**src/rtl/benes_route_scheduler_pkg.sv**
```systemverilog
// ---------------------------------------------------------------------------
// benes_route_scheduler_pkg
//
// Shared constants and types for the Benes route scheduler and its tag pipe.
// Contents:
//   - interconnect geometry (ports, switches per stage, stage count)
//   - network latency from launch-visible to data at interconnect outputs
//   - configuration table depth/address width and request tag width
//   - select-matrix, tag and config-id types, scheduler state enum
// ---------------------------------------------------------------------------
package benes_route_scheduler_pkg;

    localparam int PORT_NUM    = 32;
    localparam int SWITCH_NUM  = PORT_NUM / 2;
    localparam int STAGE_NUM   = 2 * $clog2(PORT_NUM) - 1;
    localparam int NET_LATENCY = STAGE_NUM + 2;
    localparam int CFG_DEPTH   = 8;
    localparam int CFG_AW      = $clog2(CFG_DEPTH);
    localparam int TAG_W       = 8;

    // Wide enough to hold NET_LATENCY-1, the largest in-flight count loaded.
    localparam int CNT_W       = $clog2(NET_LATENCY);

    typedef logic [0:STAGE_NUM-1][0:SWITCH_NUM-1] sel_mat_t;
    typedef logic [TAG_W-1:0]                     route_tag_t;
    typedef logic [CFG_AW-1:0]                    cfg_id_t;

    typedef enum logic [1:0] {
        IDLE   = 2'd0,
        ACTIVE = 2'd1,
        DRAIN  = 2'd2
    } route_state_e;

endpackage

```
**src/rtl/benes_route_scheduler_tag_pipe.sv**
```systemverilog
// ---------------------------------------------------------------------------
// route_tag_pipe
//
// Fixed-depth delay line for {valid, tag} pairs. A valid presented in cycle
// L appears on valid_o/tag_o in cycle L+DEPTH for exactly one cycle.
// Ports:
//   clk_i        clock
//   rst_ni       asynchronous active-low reset, clears every stage
//   valid_i      launch strobe entering the pipe
//   tag_i        tag accompanying the launch
//   valid_o      strobe leaving the last stage
//   tag_o        tag leaving the last stage
//   any_valid_o  at least one stage holds a valid entry
// ---------------------------------------------------------------------------
module route_tag_pipe #(
    parameter int DEPTH = 11,
    parameter int TAG_W = 8
) (
    input  logic             clk_i,
    input  logic             rst_ni,
    input  logic             valid_i,
    input  logic [TAG_W-1:0] tag_i,
    output logic             valid_o,
    output logic [TAG_W-1:0] tag_o,
    output logic             any_valid_o
);

    logic [DEPTH-1:0]            valid_q;
    logic [DEPTH-1:0][TAG_W-1:0] tag_q;

    // Shift every stage by one each cycle; a reset drops anything in flight
    // so no arrival is ever reported for a transfer launched before reset.
    always_ff @(posedge clk_i or negedge rst_ni) begin
        if (!rst_ni) begin
            valid_q <= '0;
            tag_q   <= '0;
        end else begin
            valid_q <= {valid_q[DEPTH-2:0], valid_i};
            tag_q   <= {tag_q[DEPTH-2:0], tag_i};
        end
    end

    assign valid_o     = valid_q[DEPTH-1];
    assign tag_o       = tag_q[DEPTH-1];
    assign any_valid_o = |valid_q;

endmodule

```
**src/rtl/benes_route_scheduler.sv**
```systemverilog
// ---------------------------------------------------------------------------
// benes_route_scheduler
//
// Sequences the dual Benes interconnect between slot RAMs and compute
// modules. Holds a table of precomputed select-matrix pairs, accepts routing
// requests on valid/ready, drives both select matrices with a launch strobe,
// holds the selects steady until in-flight data has drained, and reports
// each transfer's arrival at the interconnect outputs with its tag.
// Ports:
//   CLK, RST_N               clock, asynchronous active-low reset
//   I_CFG_WE/ADDR            table write strobe and entry address
//   I_CFG_MODULE_SEL/SLOT_SEL matrices stored into the addressed entry
//   I_REQ_VALID/O_REQ_READY  request handshake
//   I_REQ_CFG_ID/I_REQ_TAG   table entry to route with, opaque tag
//   O_MODULE_SELECT          RAM->module network selects
//   O_SLOT_SELECT            module->RAM network selects
//   O_LAUNCH/O_LAUNCH_TAG    sources drive data this cycle, with its tag
//   O_DATA_VALID/O_DATA_TAG  a launched transfer reached the outputs
//   O_BUSY                   configuration active or data in flight
// ---------------------------------------------------------------------------
module benes_route_scheduler
    import benes_route_scheduler_pkg::*;
(
    input  logic                                   CLK,
    input  logic                                   RST_N,
    input  logic                                   I_CFG_WE,
    input  logic [CFG_AW-1:0]                      I_CFG_ADDR,
    input  logic [0:STAGE_NUM-1][0:SWITCH_NUM-1]   I_CFG_MODULE_SEL,
    input  logic [0:STAGE_NUM-1][0:SWITCH_NUM-1]   I_CFG_SLOT_SEL,
    input  logic                                   I_REQ_VALID,
    output logic                                   O_REQ_READY,
    input  logic [CFG_AW-1:0]                      I_REQ_CFG_ID,
    input  logic [TAG_W-1:0]                       I_REQ_TAG,
    output logic [0:STAGE_NUM-1][0:SWITCH_NUM-1]   O_MODULE_SELECT,
    output logic [0:STAGE_NUM-1][0:SWITCH_NUM-1]   O_SLOT_SELECT,
    output logic                                   O_LAUNCH,
    output logic [TAG_W-1:0]                       O_LAUNCH_TAG,
    output logic                                   O_DATA_VALID,
    output logic [TAG_W-1:0]                       O_DATA_TAG,
    output logic                                   O_BUSY
);

    sel_mat_t     cfg_mod_q  [CFG_DEPTH];
    sel_mat_t     cfg_slot_q [CFG_DEPTH];

    route_state_e state_q, state_d;
    cfg_id_t      active_id_q;
    logic         dirty_q;
    logic [CNT_W-1:0] inflight_q, inflight_d;
    sel_mat_t     mod_sel_q, slot_sel_q;
    logic         launch_q;
    route_tag_t   launch_tag_q;

    logic         collision;
    logic         req_ready;
    logic         accept;
    logic         drained;
    logic         pipe_any_valid;

    // Configuration table. A write always takes effect at the edge; a
    // request for the same entry in that cycle is held off by the ready
    // logic so it later picks up the freshly written matrices.
    always_ff @(posedge CLK or negedge RST_N) begin
        if (!RST_N) begin
            for (int i = 0; i < CFG_DEPTH; i++) begin
                cfg_mod_q[i]  <= '0;
                cfg_slot_q[i] <= '0;
            end
        end else if (I_CFG_WE) begin
            cfg_mod_q[I_CFG_ADDR]  <= I_CFG_MODULE_SEL;
            cfg_slot_q[I_CFG_ADDR] <= I_CFG_SLOT_SEL;
        end
    end

    // Ready and next-state decisions. Within ACTIVE only repeats of the
    // unchanged active entry may launch back-to-back, since their selects
    // are identical; anything else must wait in DRAIN until the last launch
    // is one cycle from arriving, so the new selects appear exactly when
    // that data leaves the network.
    always_comb begin
        collision = I_CFG_WE && (I_CFG_ADDR == I_REQ_CFG_ID);
        drained   = (inflight_q == '0);

        req_ready = 1'b0;
        case (state_q)
            IDLE:    req_ready = 1'b1;
            ACTIVE:  req_ready = (I_REQ_CFG_ID == active_id_q) && !dirty_q;
            DRAIN:   req_ready = drained;
            default: req_ready = 1'b0;
        endcase
        if (collision) begin
            req_ready = 1'b0;
        end

        accept = I_REQ_VALID && req_ready;

        state_d = state_q;
        case (state_q)
            IDLE: begin
                if (accept) state_d = ACTIVE;
            end
            ACTIVE: begin
                if (accept) begin
                    state_d = ACTIVE;
                end else if (I_REQ_VALID &&
                             ((I_REQ_CFG_ID != active_id_q) || dirty_q)) begin
                    state_d = DRAIN;
                end else if (!I_REQ_VALID && drained) begin
                    state_d = IDLE;
                end
            end
            DRAIN: begin
                if (accept) begin
                    state_d = ACTIVE;
                end else if (!I_REQ_VALID && drained) begin
                    state_d = IDLE;
                end
            end
            default: state_d = IDLE;
        endcase

        if (accept) begin
            inflight_d = CNT_W'(NET_LATENCY - 1);
        end else if (drained) begin
            inflight_d = '0;
        end else begin
            inflight_d = inflight_q - 1'b1;
        end
    end

    // Scheduler state and registered outputs. The selects only reload on an
    // accept, so they stay frozen while earlier launches are in flight. A
    // rewrite of the active entry marks it dirty, forcing the next request
    // for it through a drain as if it were a different configuration.
    always_ff @(posedge CLK or negedge RST_N) begin
        if (!RST_N) begin
            state_q      <= IDLE;
            active_id_q  <= '0;
            dirty_q      <= 1'b0;
            inflight_q   <= '0;
            mod_sel_q    <= '0;
            slot_sel_q   <= '0;
            launch_q     <= 1'b0;
            launch_tag_q <= '0;
        end else begin
            state_q    <= state_d;
            inflight_q <= inflight_d;
            launch_q   <= accept;
            if (accept) begin
                mod_sel_q    <= cfg_mod_q[I_REQ_CFG_ID];
                slot_sel_q   <= cfg_slot_q[I_REQ_CFG_ID];
                launch_tag_q <= I_REQ_TAG;
                active_id_q  <= I_REQ_CFG_ID;
                dirty_q      <= 1'b0;
            end else if (state_d == IDLE) begin
                dirty_q <= 1'b0;
            end else if ((state_q == ACTIVE) && I_CFG_WE &&
                         (I_CFG_ADDR == active_id_q)) begin
                dirty_q <= 1'b1;
            end
        end
    end

    // Launch-to-arrival tracking: the registered launch enters the delay
    // line so its tag pops out NET_LATENCY cycles after it was visible.
    route_tag_pipe #(
        .DEPTH (NET_LATENCY),
        .TAG_W (TAG_W)
    ) u_tag_pipe (
        .clk_i       (CLK),
        .rst_ni      (RST_N),
        .valid_i     (launch_q),
        .tag_i       (launch_tag_q),
        .valid_o     (O_DATA_VALID),
        .tag_o       (O_DATA_TAG),
        .any_valid_o (pipe_any_valid)
    );

    assign O_REQ_READY     = req_ready;
    assign O_MODULE_SELECT = mod_sel_q;
    assign O_SLOT_SELECT   = slot_sel_q;
    assign O_LAUNCH        = launch_q;
    assign O_LAUNCH_TAG    = launch_tag_q;
    assign O_BUSY          = (state_q != IDLE) || pipe_any_valid;

endmodule
```
**config.mk**
```make
export PLATFORM = sky130hd
export DESIGN_NAME = benes_route_scheduler
export DESIGN_NICKNAME = d
export VERILOG_FILES = /design/src/rtl/benes_route_scheduler_pkg.sv /design/src/rtl/benes_route_scheduler_tag_pipe.sv /design/src/rtl/benes_route_scheduler.sv
export SDC_FILE = /design/constraint.sdc
export NUM_CORES = 2
export LEC_CHECK = 0
export BUFFER_PORTS_ARGS = -buffer_cell sky130_fd_sc_hd__buf_4
export CORE_ASPECT_RATIO = 1.2
export CORE_MARGIN = 2
export CORE_UTILIZATION = 38
export DETAILED_ROUTE_END_ITERATION = 10
export PLACE_DENSITY = 0.51
export SLEW_MARGIN = 30
export SYNTH_ARGS = -nofsm -noshare
export SYNTH_HDL_FRONTEND = slang
export SYNTH_SLANG_ARGS = --single-unit
```
**constraint.sdc**
```tcl
create_clock -name CLK -period 3 [get_ports CLK]
set_input_delay 0.6 -clock CLK [delete_from_list [all_inputs] [get_ports CLK]]
set_output_delay 0.6 -clock CLK [all_outputs]
set_load 0.005 [all_outputs]
```
==> summary.md <==
| Metric | Value |
|---|---|
| Buf+Inv Stages, Crit Path | `2` |
| Pwr/cell area | `798 mW/mm²` |
| Initial Util | `0.381` |
| Final worst-path cycle share | `1.01` |
| Syn Inst Count | `6696` |
| Fin. Hold Viols | `0` |
| Total track usage | `0.200` |
| TritonRoute pass-1 iters | `4` |
| Synth Warn # | `0` |
| Switching part of the total | `0.259` |
| Largest net degree at the start of global routing | `95` |
| Reg power frac | `0.459` |
| Seq/Total Area, Yosys | `0.585` |
| CTS Sinks | `2710` |
| Via density | `between 5 and 6` |
| Worst skew pair latency | `0.86 ns` |
| Unrepaired setup endpoints after global routing | `true` |
| Max-cap violations | `0` |
| # fillers | `26400` |
| Vias in the first global route | `70900` |
| Number of synthesized register bits | `2710` |
| CTS Buf Count | `around 310` |
| Detail Route Antenna Nets | `0` |
| CP top delay family | `simple AND/OR/NAND/NOR gates` |
| Die area | `roughly 0.31 mm²` |
| Post-layout min period | `3.02 ns` |
| Switching Power | `roughly 29000 µW` |
| Slowest stage delay, CP | `0.57 ns` |
| First-pass GRT wire length | `471000 µm` |
| Clock power frac | `0.338` |
| Rows | `roughly 220` |
| Grt ovf | `0` |
| DR vias | `63500` |
| Final setup viols | `1` |
| Cell variety after synth | `36` |
| P&R area growth vs syn | `21.4%` |
| I/O pins | `between 600 and 700` |
| Combinational share of power | `0.203` |
| Status | `complete, but fails checks` |
| Worst slew margin | `0.433` |
| Final WS setup | `-0.0248 ns` |
| WL/cell | `25.6 µm` |
| Max Buffers Root-to-Sink | `4` |
| PortBufs | `613` |
| Total negative setup slack | `-0.0248 ns` |
| Root buf cell | `clkbuf_16` |
| Clk_skew | `0.0447 ns` |
| Clock transition at the registers of the reported paths | `around 0.060 ns` |
| Worst path slowest cell | `or4_4` |
| Slew Viols, Final | `0` |
| Worst-margin pin slew | `0.850 ns` |
| Remaining DRCs | `0` |
| # H-tree levels | `5` |
| Initial DRC Count | `3003` |
| CTS tree | `built` |
| Critical-path maximum fanout | `2` |
| Register area | `0.0678 mm²` |
| Required @ worst endpoint | `2.40 ns` |
| Routability cong. | `around 0.74` |
| Area of the mapped netlist | `0.116 mm²` |
| Footprint of the multi-input gates | `0.0460 mm²` |
| Routed wire length | `a little over 300000 µm` |
| Failing checks | `negative setup slack` |
| Placed Area | `roughly 0.13 mm²` |
| Syn Area/Cell | `17.3 µm²` |
| Fin area | `0.141 mm²` |
| Die Width | `between 500 and 600 µm` |
| Most frequent CP cell | `buf_6` |
| Detailed placement HPWL | `around 190000 µm` |
| Int Power | `a little over 80000 µW` |
| Util after Layout | `0.462` |
| Worst setup SP type | `register` |
| Die Ht | `609 µm` |
| Max Fclk | `0.331 GHz` |
| Proportion of layout cells with a drive suffix above 1 | `0.582` |
| Initial antenna violation count | `71` |
| Layout net count | `about 8000` |
| CP Cell Sequence | `or4_4 > o21ai_4 > nand2_2 > a21oi_2 > buf_6 > buf_6` |
| Syn_nets | `~7000` |
| Lkg Pwr | `0.0598 µW` |
| Setup CP Type | `register to primary output` |
| Worst path arrival time | `2.42 ns` |
| Worst VDD drop | `between 500 and 600 µV` |
| Power consumption | `112000 µW` |
| Core area | `0.304 mm²` |
| CP Capture Type | `primary output` |
| HP Class | `input pin to register` |
==> worst register-to-register path, cell delays in order (launching register included) <==
cell and delay (ns):
dfrtp_1 0.37, or4_4 0.57, o21ai_4 0.17, buf_4 0.13, buf_4 0.12, o2111ai_4 0.16, buf_12 0.21, buf_4 0.34
mux2_1 0.38
==> routing by layer <==
| metal | GRT usage | part of all wire | up-vias |
|---|---|---|---|
| li1 | - | - | 27200 |
| met1 | 0.271 | 0.45 | 34800 |
| met2 | 0.331 | 0.49 | 1022 |
| met3 | 0.0414 | 0.047 | 458 |
| met4 | 0.0413 | 0.019 | 62 |
| met5 | 0 | 0.0013 | - |
==> state kept, by name, indices dropped and copies added, names as in the netlist <==
signal and cells:
O_MODULE_SELECT 144, O_LAUNCH 1, active_id_q 3, O_LAUNCH_TAG 8, u_tag_pipe.valid_q 11, cfg_mod_q 1152
cfg_slot_q 1152, dirty_q 1, inflight_q 4, state_q 2, u_tag_pipe.tag_o 8, u_tag_pipe.tag_q 80
O_SLOT_SELECT 144
==> layout by cell type, fill, tap and decap left out, types with 4 or more instances in the layout <==
master / n
clkbuf_1: 64
mux2_2: 2659
buf_12: 157
buf_4: 748
clkbuf_16: 315
dlygate4sd3_1: 274
inv_16: 4
mux4_2: 576
mux2_1: 232
xor2_1: 5
xnor2_1: 4
clkinvlp_4: 4
dfrtp_1: 2710
nor4_1: 4
bufinv_16: 17
diode_2: 18
clkbuf_8: 74
clkinv_2: 49
nor2_1: 5
inv_6: 7
==> power groups by stage <==
stage                     logic (µW)  registers (µW)  clock network, µW
after floorplan                14200           50100                  0
after global placement         22300           51800                  0
after detailed placement       22800           52200                  0
after CTS                      23300           51600              39200
after global routing           24800           52700              40700
final                          22800           51500              37900
==> path summary, 6_finish.rpt <==
path,from,end,slack [ns],cells after the start
max,inflight_q[1]$_DFF_PN0_,O_REQ_READY,-0.02,6
min,I_CFG_SLOT_SEL[108],cfg_slot_q[1116]$_DFFE_PN0P_,0.08,2
min in group asynchronous,RST_N,O_SLOT_SELECT[99]$_DFFE_PN0P_,0.44,2
max in group asynchronous,RST_N,u_tag_pipe.tag_q[47]$_DFF_PN0_,1.42,4
min reg2reg,u_tag_pipe.tag_q[56]$_DFF_PN0_,u_tag_pipe.tag_q[64]$_DFF_PN0_,0.34,0
max reg2reg,inflight_q[1]$_DFF_PN0_,O_MODULE_SELECT[71]$_DFFE_PN0P_,0.43,8
==> cells in the mapped netlist <==
| library cell | number | share of area |
|---|---|---|
| dfrtp_1 | 2710 | 0.59 |
| mux2_2 | 2659 | 0.26 |
| mux4_2 | 576 | 0.11 |
| clkbuf_1 | 240 | 0.0078 |
| mux2_1 | 232 | 0.023 |
| buf_2 | 160 | 0.0069 |
| buf_1 | 25 | 0.00081 |
| buf_6 | 20 | 0.0019 |
| buf_4 | 16 | 0.0010 |
| nor2_1 | 5 | 0.00016 |
| xor2_1 | 5 | 0.00038 |
| nand2_1 | 4 | 0.00013 |
| nor3b_1 | 4 | 0.00026 |
| nor4_1 | 4 | 0.00022 |
| xnor2_1 | 4 | 0.00030 |
| inv_1 | 3 | 0.000097 |
| nand4_1 | 3 | 0.00016 |
| nand4b_1 | 3 | 0.00023 |
| a21oi_1 | 2 | 0.000086 |
| nand3_1 | 2 | 0.000086 |
| nor3_1 | 2 | 0.000086 |
| o21ai_0 | 2 | 0.000086 |
| o22ai_1 | 2 | 0.00011 |
| a21boi_0 | 1 | 0.000065 |
| a31o_2 | 1 | 0.000076 |
| a32o_1 | 1 | 0.000086 |
| a41oi_1 | 1 | 0.000076 |
| nand2b_1 | 1 | 0.000054 |
| nand3b_1 | 1 | 0.000065 |
| nor2b_1 | 1 | 0.000054 |
| nor3_2 | 1 | 0.000086 |
| o2111ai_2 | 1 | 0.00013 |
| o21ai_2 | 1 | 0.000076 |
| o31ai_1 | 1 | 0.000065 |
| or4_1 | 1 | 0.000065 |
| or4_4 | 1 | 0.000097 |
==> metrics by stage <==
| stage | std cells | setup slack (ns) | hold WS [ns] |
|---|---|---|---|
| after floorplan | 6696 | 0.368 | 0.304 |
| after global placement | 11200 | 0.154 | 0.333 |
| after detailed placement | 11200 | 0.197 | 0.335 |
| after CTS | 12000 | -0.118 | 0.0000370 |
| after global routing | 12000 | -0.120 | 0.0215 |
| final | 12000 | -0.0248 | 0.0778 |
==> layout make-up <==
type | instances | share of cell area
Clock inverter | 87 | 0.00728
Tap cell | 4032 | 0.0359
Multi-Input combinational cell | 3522 | 0.327
Clock buffer | 453 | 0.0650
Inverter | 3 | 0.0000801
Timing Repair Buffer | 1185 | 0.0825
Antenna cell | 18 | 0.000320
Sequential cell | 2710 | 0.482
==> logic make-up (layout without fill, tap and decap cells) <==
group / after synthesis / count (layout) / synth area share
XOR/XNOR: 9 / 9 / 0.000680
AND/OR/NAND/NOR: 33 / 33 / 0.00175
multiplexers: 3467 / 3467 / 0.393
buffers and inverters: 464 / 1728 / 0.0186
other: 0 / 18 / 0
AO/OA/AOI/OAI: 13 / 13 / 0.000853
flip-flops: 2710 / 2710 / 0.585
==> repair_timing <==
action | 4_1_cts | 5_1_grt
pin swaps | 3 | 3
hold buffers | 274 | 0
hold endpoints to repair | 1910 | 0
endpoints found under the setup margin | 1 | 1
gates resized for setup | 5 | 1
setup buffers | 4 | 1
No activity file was read; power rests on OpenSTA's default activity.
